## config.mk

```make
export PLATFORM = sky130hd
export DESIGN_NAME = jtkiwi_shram
export DESIGN_NICKNAME = d
export VERILOG_FILES = /design/src/rtl/jtkiwi_pkg.sv /design/src/rtl/jtkiwi_shram_port.sv /design/src/rtl/jtkiwi_shram.sv
export SDC_FILE = /design/constraint.sdc
export NUM_CORES = 1
export LEC_CHECK = 0
export CAP_MARGIN = 15
export CORE_UTILIZATION = 38
export DETAILED_ROUTE_END_ITERATION = 8
export HOLD_SLACK_MARGIN = 0.03
export PLACE_DENSITY = 0.77
export RECOVER_POWER = 50
export SLEW_MARGIN = 10
export SYNTH_ARGS = -nofsm -noshare
export SYNTH_HDL_FRONTEND = slang
export SYNTH_HIERARCHICAL = 1
export SYNTH_SLANG_ARGS = --single-unit
```

## constraint.sdc

```tcl
create_clock -name clk -period 1.88 [get_ports clk]
set_input_delay 0.188 -clock clk [delete_from_list [all_inputs] [get_ports clk]]
set_output_delay 0.188 -clock clk [all_outputs]
set_load 0.05 [all_outputs]
```

## src/rtl/jtkiwi_pkg.sv

```systemverilog
// Shared Kiwi definitions: shared-RAM arbiter states, port ids and the access
// length that the main-side wrapper also uses for its own wait timing.
package jtkiwi_pkg;

    localparam int JTKIWI_ACC_CYC = 2;

    typedef enum logic [1:0] {
        ST_IDLE = 2'd0,
        ST_MAIN = 2'd1,
        ST_SUB  = 2'd2
    } shram_state_t;

    typedef enum logic {
        PORT_MAIN = 1'b0,
        PORT_SUB  = 1'b1
    } shram_port_t;

endpackage

```

## src/rtl/jtkiwi_shram_port.sv

```systemverilog
// Per-CPU side of the shared-RAM arbiter: completion flag, read data capture
// and the wait request presented to the CPU.
module jtkiwi_shram_port (
    input  logic       clk,
    input  logic       comb_rstn,
    input  logic       cs,
    input  logic       fin,
    input  logic       rd,
    input  logic [7:0] ram_dout,
    output logic       pend,
    output logic       busy,
    output logic [7:0] dout
);

    logic done;

    assign pend = cs & ~done;
    // Wait stays up through the capture cycle, so dout is already valid once it drops.
    assign busy = pend;

    // NOTE: async reset sits in the sensitivity list; every state bit here is a
    // plain register (no memory array), so all of it is reset.
    always_ff @(posedge clk or negedge comb_rstn) begin
        if (!comb_rstn) begin
            done <= 1'b0;
            dout <= 8'd0;
        end else begin
            if (!cs)
                done <= 1'b0;
            else if (fin)
                done <= 1'b1;
            if (fin && rd)
                dout <= ram_dout;
        end
    end

endmodule

```

## src/rtl/jtkiwi_shram.sv

```systemverilog
// Kiwi main/sub shared-RAM arbiter: serialises both CPU ports onto one
// single-port synchronous RAM with tie alternation and back-to-back hand-over.
module jtkiwi_shram
    import jtkiwi_pkg::*;
#(
    parameter int AW      = 13,
    parameter int ACC_CYC = JTKIWI_ACC_CYC
) (
    input  logic          clk,
    input  logic          comb_rstn,
    input  logic          main_cs,
    input  logic          main_rnw,
    input  logic [AW-1:0] main_addr,
    input  logic [7:0]    main_din,
    output logic [7:0]    main_dout,
    output logic          main_busy,
    input  logic          sub_cs,
    input  logic          sub_rnw,
    input  logic [AW-1:0] sub_addr,
    input  logic [7:0]    sub_din,
    output logic [7:0]    sub_dout,
    output logic          sub_busy,
    output logic [AW-1:0] ram_addr,
    output logic [7:0]    ram_din,
    output logic          ram_we,
    input  logic [7:0]    ram_dout
);

    localparam int            CW       = $clog2(ACC_CYC);
    localparam logic [CW-1:0] CNT_LAST = CW'(ACC_CYC - 1);

    shram_state_t  st, st_nx;
    shram_port_t   last, last_nx;
    logic [CW-1:0] cnt, cnt_nx;
    logic          won, won_nx;
    logic          rnw_q, rnw_nx;
    logic [AW-1:0] addr_nx;
    logic [7:0]    din_nx;
    logic          we_nx;
    logic          main_pend, sub_pend, main_fin, sub_fin, last_cyc;
    logic          grant_main, grant_sub;
    logic          main_busy_w, sub_busy_w;

    assign last_cyc = (cnt == CNT_LAST);
    assign main_fin = (st == ST_MAIN) && last_cyc;
    assign sub_fin  = (st == ST_SUB)  && last_cyc;

    jtkiwi_shram_port u_main (
        .clk       ( clk         ),
        .comb_rstn ( comb_rstn   ),
        .cs        ( main_cs     ),
        .fin       ( main_fin    ),
        .rd        ( rnw_q       ),
        .ram_dout  ( ram_dout    ),
        .pend      ( main_pend   ),
        .busy      ( main_busy_w ),
        .dout      ( main_dout   )
    );

    jtkiwi_shram_port u_sub (
        .clk       ( clk        ),
        .comb_rstn ( comb_rstn  ),
        .cs        ( sub_cs     ),
        .fin       ( sub_fin    ),
        .rd        ( rnw_q      ),
        .ram_dout  ( ram_dout   ),
        .pend      ( sub_pend   ),
        .busy      ( sub_busy_w ),
        .dout      ( sub_dout   )
    );

    assign main_busy = main_busy_w;
    assign sub_busy  = sub_busy_w;

    // NOTE: every signal written here gets a default first, so no path leaves
    // a value held and no latch is inferred.
    always_comb begin
        st_nx      = st;
        last_nx    = last;
        cnt_nx     = cnt;
        won_nx     = won;
        rnw_nx     = rnw_q;
        addr_nx    = ram_addr;
        din_nx     = ram_din;
        we_nx      = 1'b0;
        grant_main = 1'b0;
        grant_sub  = 1'b0;

        case (st)
            ST_IDLE: begin
                if (main_pend && (!sub_pend || last == PORT_SUB))
                    grant_main = 1'b1;
                else if (sub_pend)
                    grant_sub = 1'b1;
            end
            ST_MAIN: begin
                cnt_nx = cnt + CW'(1);
                if (last_cyc) begin
                    // Only an IDLE win moves the tie-break, so repeated ties alternate.
                    if (won)
                        last_nx = PORT_MAIN;
                    cnt_nx    = '0;
                    st_nx     = ST_IDLE;
                    grant_sub = sub_pend;
                end
            end
            ST_SUB: begin
                cnt_nx = cnt + CW'(1);
                if (last_cyc) begin
                    if (won)
                        last_nx = PORT_SUB;
                    cnt_nx     = '0;
                    st_nx      = ST_IDLE;
                    grant_main = main_pend;
                end
            end
            default: st_nx = ST_IDLE;
        endcase

        if (grant_main) begin
            st_nx   = ST_MAIN;
            cnt_nx  = '0;
            won_nx  = (st == ST_IDLE);
            rnw_nx  = main_rnw;
            addr_nx = main_addr;
            din_nx  = main_din;
            we_nx   = ~main_rnw;
        end else if (grant_sub) begin
            st_nx   = ST_SUB;
            cnt_nx  = '0;
            won_nx  = (st == ST_IDLE);
            rnw_nx  = sub_rnw;
            addr_nx = sub_addr;
            din_nx  = sub_din;
            we_nx   = ~sub_rnw;
        end
    end

    // NOTE: state registers use non-blocking assignments so every flop samples
    // the pre-edge values computed above.
    always_ff @(posedge clk or negedge comb_rstn) begin
        if (!comb_rstn) begin
            st       <= ST_IDLE;
            last     <= PORT_SUB;
            cnt      <= '0;
            won      <= 1'b0;
            rnw_q    <= 1'b1;
            ram_addr <= '0;
            ram_din  <= 8'd0;
            ram_we   <= 1'b0;
        end else begin
            st       <= st_nx;
            last     <= last_nx;
            cnt      <= cnt_nx;
            won      <= won_nx;
            rnw_q    <= rnw_nx;
            ram_addr <= addr_nx;
            ram_din  <= din_nx;
            ram_we   <= we_nx;
        end
    end

endmodule

```

After elaboration in Yosys (flattened, before gate mapping)
Cells that the tools add are included.
{ "word_totals": {"reg_bits": 46, "output_inout_bits": 40, "word_cells": 77} }
{ "op_classes": {"add_sub_neg": 1, "n_eq_ne": 10, "n_mux": 34, "bitwise_logic": 6, "n_reduce_logical": 14} }
{ "ops": {"columns": ["cell", "count"], "rows": [
  ["$mux W13", 2],
  ["$mux W1", 23],
  ["$mux W8", 2],
  ["$ne A2 B2 Y1 const B", 4],
  ["$mux W2", 3],
  ["$pmux W1 S2", 3],
  ["$logic_and A1 B1 Y1", 5],
  ["$reduce_and A5 Y1", 1],
  ["$ne A2 B1 Y1 const B", 2],
  ["$ne A4 B1 Y1 const B", 1],
  ["$not A1 Y1", 4],
  ["$pmux W2 S2", 1],
  ["$reduce_bool A2 Y1", 2],
  ["$ne A3 B3 Y1 const B", 1],
  ["$reduce_bool A3 Y1", 1],
  ["$and A1 B1 Y1", 2],
  ["$eq A2 B1 Y1 const B", 1],
  ["$eq A2 B2 Y1 const B", 1],
  ["$logic_not A2 Y1", 1],
  ["$reduce_and A2 Y1", 1],
  ["$reduce_or A2 Y1", 1],
  ["$add A1 B1 Y1 const B", 1],
  ["$logic_not A1 Y1", 1],
  ["$logic_or A1 B1 Y1", 1]
]} }

Logic depth before layout (Yosys ltp)
Gate-level depths: netlist (run 1).
{ "depth": {"depth_word": 9, "ltp_mapped": 7, "depth_no_buf": 6} }

Hierarchy
The synthesis (run 1) kept the hierarchy.
{ "by_module_without_submodules": {"columns": ["module", "instances", "cells_per_inst", "area_per_inst_um2", "seq_area_each_um2"], "rows": [
  ["jtkiwi_shram", 1, 101, 1472.7, 703.2],
  ["jtkiwi_shram_port", 2, 21, 342.8, 225.2]
]} }

Worst setup path before layout (run 1)
Ideal clock, no wire load.
{ "synth_path": {"kind": "register -> register", "startpoint": "register u_main.done", "endpoint": "register ram_addr[0]", "arrival_time_ps": 2414, "path_slack_ps": -659, "path_stages_with_launch": 8, "synth_period_minus_slack_ps": 2539, "path_cell_list": "dfrtp_1 -> nor2b_1 -> buf_4 -> a21boi_2 -> o21ai_4 -> buf_6 -> mux2_4 -> mux2_2"} }
{ "synth_between": {"elab_chain_len": 6} }
{ "synth_rtl": {"columns": ["item", "line_no", "source"], "rows": [
  ["from (decl)", "jtkiwi_shram_port.sv:15", "logic done;"],
  ["from (signal assigned)", "jtkiwi_shram_port.sv:25", "done <= 1'b0;"],
  ["from (signal assigned)", "jtkiwi_shram_port.sv:29", "done <= 1'b0;"],
  ["from (signal assigned)", "jtkiwi_shram_port.sv:31", "done <= 1'b1;"],
  ["$not A1 Y1 (*)", "jtkiwi_shram_port.sv:17", "assign pend = cs & ~done;"],
  ["$and A1 B1 Y1 (*)", "jtkiwi_shram_port.sv:17", null],
  ["via main_busy", "jtkiwi_shram.sv:16", "output logic main_busy,"],
  ["$logic_and A1 B1 Y1", "jtkiwi_shram.sv:91", "if (main_pend && (!sub_pend || last == PORT_SUB))"],
  ["$mux W1", "jtkiwi_shram.sv:91", null],
  ["$pmux W1 S2", "jtkiwi_shram.sv:89", "case (st)"],
  ["$mux W13 or $reduce_bool A2 Y1 (tied branches)", null, null],
  ["to (signal assigned)", "jtkiwi_shram.sv:157", "ram_addr <= addr_nx;"],
  ["to (decl)", "jtkiwi_shram.sv:23", "output logic [AW-1:0] ram_addr,"]
]} }
Mark *: on every way through the listed nets, which the timed path passes. The rest lies on a longest branch.
A chain may end at the register's enable or synchronous reset.

Worst setup path after layout (run 1)
{ "layout_path": {"startpoint": "register st[0]", "endpoint": "register ram_addr[10]"} }
{ "layout_between": {"elab_chain_len": 3} }
{ "layout_rtl": {"columns": ["item", "line_no", "source"], "rows": [
  ["from (decl)", "jtkiwi_shram.sv:32", "shram_state_t st, st_nx;"],
  ["from (signal assigned)", "jtkiwi_shram.sv:152", "st <= st_nx;"],
  ["$eq A2 B2 Y1 (tied with other cells)", "jtkiwi_shram.sv:89", null],
  ["$pmux W1 S2", "jtkiwi_shram.sv:89", null],
  ["$mux W13 or $reduce_bool A2 Y1 (tied branches)", null, null]
]} }
Several ways; a longest one is shown, not always the timed one.

==> flow_summary.toml, run 1 <==
[yosys]
largest_family_of_logic_cells_by_synthesized_area = "multiplexers"
syn_avg_cell_area_sq_um = 15.09
yosysSeqAreaShare = 0.5345
synthesis.instances = 143
synth.mux.area_fraction = 0.3391
synth_fp_nets = 202
ys_warn_count = 6
yosys.area_share.simple = 0.03188
synth-adder-area-share = 0.01739
yosys_register_bits = 46
post_synth_xor_xnor_area = 0
area_fraction_of_the_dominant_cell_type_after_synthesis = 0.5101
synth.lib_cells_used.distinct = 25
synth_compound_area_frac = 0.05159
mappedNetlistArea_sq_um = 2158
leading_cell_types_by_total_area_after_synthesis = "dfrtp_1, mux2_2, mux2_4, dfstp_2, ha_1"
netlist.top_cell.by_area = "dfrtp_1"

[placement]
number_of_port_buffers = 95
place_congestion = 0.7511
hpwl_mm = 3.440
placedInstanceArea_sq_um = 3369

[setup_path]
path_delay_family = "multiplexers"
crit_path_most_repeated_cell = "mux2_2"
critical_path_rt_ns = 2.07
crit_path_cell_trace = "ha_1, and2_4, o21ai_4, buf_12, mux2_2, mux2_2"
start_kind = "register"
cp_max_delay_cell = "dfrtp_1"
slowest_delay_ns = 0.41
worstPathArrival_ns = 2.05
timing.critical_path.fanout_max = 17
r2r_slack_ns = 0.03
critical_path_class = "reg -> reg"
crit_path_end_kind = "register"
cp_num_buf_inv = 1

[global_route]
grt_overflow_total = 0
grt_use_met3 = 0.03412
groute.layer.met1.usage = 0.2102
track_usage = 0.1686
largest_net_degree_at_the_start_of_global_routing = 47
antenna_violations_before_repair = 0
global_route.usage.met2 = 0.2903
layer_carrying_the_most_global_route_usage = "met2"
first_global_vias = 1612
grt_first_pass_wirelength_mm = 7.790

[drt]
drc = 0
wl_per_cell_microns = 14.73
vias = 1575
drtIter0Drc = 72
post_drt_via_cell_ratio = 4.758
route.antenna.remaining_nets = 0
drt-total-wl_mm = 4.874
drt-pass1-iter-count = 6

[cts]
cts_buffer_depth = 2
clkSlewWorstSetupHoldPaths_ns = 0.08
cts.sinks = 46
clock_insertion_delay_worst_skew_ns = 0.30
cts_tree = "done"
depth_of_the_cts_h_tree = 2
tritoncts.num_buffers = 5
cts-root-buf = "clkbuf_8"

[floorplanning]
fp.dieArea_sq_um = 5985
die_h_microns = 77.37
start_util = 0.3920
ios = 96
design.core.area_sq_um = 5507
fp-row-count = 27
chipWidth_microns = 77.37

[timing]
fin_skew_ns = 0.005281
maxSlewHeadroom = 0.2650
final.min_clock_period_ns = 1.853
finalHoldViolCount = 0
period_share = 0.9855
worst_slew_pin_slew_ns = 1.103
final_max_slew_viol_count = 0
clock.fmax_mhz = 539.7
setup_repair_after_global_routing_missed_its_margin = "true"
timing.final.setup_violations = 0
holdWs_ns = 0.4728

[power_and_ir_drop]
combPwrFrac = 0.621
power.static_leakage_uw = 0.001567
power.clock.fraction = 0.127
total_switching_power_uw = 2948
power.switching_fraction = 0.4186
power.internal_uw = 4094
irDropWorstVdd_uv = 1154
power_frac_seq = 0.252
cellPowerDensity_nw_per_um2 = 1988

[cells_and_area]
multiInputGateArea_sq_um = 1007
ff_latch_area_sq_um = 1154
fill_cells = 435
area_delta_synth_final_pct = 64.12
layout-drive-gt1-share = 0.3977
finalInstanceArea_sq_um = 3542
nets = 317
antenna-diode-count = 0

[run_status]
run_status = "completed"

[min_path]
worstHoldPathType = "in -> reg"

[job]
maxCapViolations = 0
-- metal layers --
| layer | vias to the layer above | share of wire |
|---|---|---|
| met4 | 0 | 0.013 |
| met2 | 62 | 0.50 |
| li1 | 733 | - |
| met5 | - | 0 |
| met3 | 5 | 0.055 |
| met1 | 775 | 0.43 |
-- placed cells by master (no fill, tap or decap), drive strengths merged, types with 2 or more instances in the layout --
cell and count:
clkdlybuf4s50 92, mux2 61, dfrtp 44, buf 20
clkbuf 7, nand2 5, nor2b 4, o21a 3
o21ai 3, ha 3, and2 2, bufinv 2
dfstp 2, inv 2, a21boi 2
-- worst register-to-register path, cell delays in order (launching register included) --
cell and delay, ns:
dfrtp_1 0.41, ha_1 0.21, and2_4 0.17, o21ai_4 0.16, buf_12 0.19, mux2_2 0.35
mux2_2 0.25
-- kinds of logic after synthesis --
kind of cell | Yosys count
fa+ha+maj | 3
simple gates | 12
compound gates | 13
buf+inv | 8
mux | 61
flops | 46
-- worst paths after layout --
kind	start	endpoint	cells past startpoint
max reg2reg	st[0]	ram_addr[10]	6
min	main_cs	u_main/done	2
max	st[0]	ram_addr[10]	6
min in group asynchronous	comb_rstn	ram_addr[9]	3
min reg2reg	u_main/dout[4]	u_main/dout[4]	1
max in group asynchronous	comb_rstn	ram_addr[3]	3
-- cells in the mapped netlist --
cell type	n
mux2_2	48
dfrtp_1	44
mux2_4	12
nor2b_1	4
ha_1	3
nand2_1	3
o21a_1	3
a21boi_2	2
buf_2	2
buf_4	2
buf_6	2
dfstp_2	2
inv_1	2
nand2_2	2
o21ai_0	2
a211o_1	1
a21o_1	1
a22o_1	1
a22oi_1	1
and2_1	1
and2_2	1
mux2_1	1
nand2b_1	1
o211ai_1	1
o21ai_4	1
-- cell type report --
cell class                 instances  share of cell area
clock buffer                       6             0.02331
clock inverter                     2             0.01696
timing repair buffer             114              0.3221
sequential                        46              0.3257
inverter                           2            0.002119
tap                               72             0.02543
multi-input combinational         89              0.2844
-- sequential cells by signal, summed over array words and instances (netlist names), 2 cells and up --
name         cells
ram_addr        13
ram_din          8
st               2
u_main/dout      8
u_sub/dout       8
-- repair_timing --
action | 4_1_cts | 5_1_grt
setup endpoints to repair | 18 | 20
gates resized for setup | 4 | 4
hold endpoints to repair | 44 | 0
hold buffers | 1 | 0
setup buffers | 1 | 1
-- power by group through the flow --
stage | combinational (uW) | clock, uW | sequential, uW
6_report | 4370 | 897 | 1770
5_1_grt | 4560 | 976 | 1830
4_1_cts | 4360 | 926 | 1770
3_5_place_dp | 4310 | 0 | 1790
3_3_place_gp | 4270 | 0 | 1780
2_1_floorplan | 1470 | 0 | 3240
-- through the flow --
stage	util	std cells	TNS, ns	setup slack [ns]	power, uW
2_1_floorplan	-	143	-3.118	-0.1802	4712
3_3_place_gp	0.6119	320	-2.100	-0.1170	6047
3_5_place_dp	0.6119	320	-3.208	-0.1710	6100
4_1_cts	0.6428	330	0	0.007712	7057
5_1_grt	0.6433	331	-0.2370	-0.04630	7371
6_report	0.6433	331	0	0.02721	7042
Note: power is estimated with default switching activity, not from simulation.
==> run 2: changes to the inputs <==
--- a/config.mk
+++ b/config.mk
@@ -7,6 +7,7 @@
 export LEC_CHECK = 0
 export CAP_MARGIN = 15
 export CORE_UTILIZATION = 38
+export CTS_CLUSTER_DIAMETER = 40
 export DETAILED_ROUTE_END_ITERATION = 8
 export HOLD_SLACK_MARGIN = 0.03
 export PLACE_DENSITY = 0.77
==> results of run 2 <==
The final DEF is identical to that of run 1; final timing and power are the same.
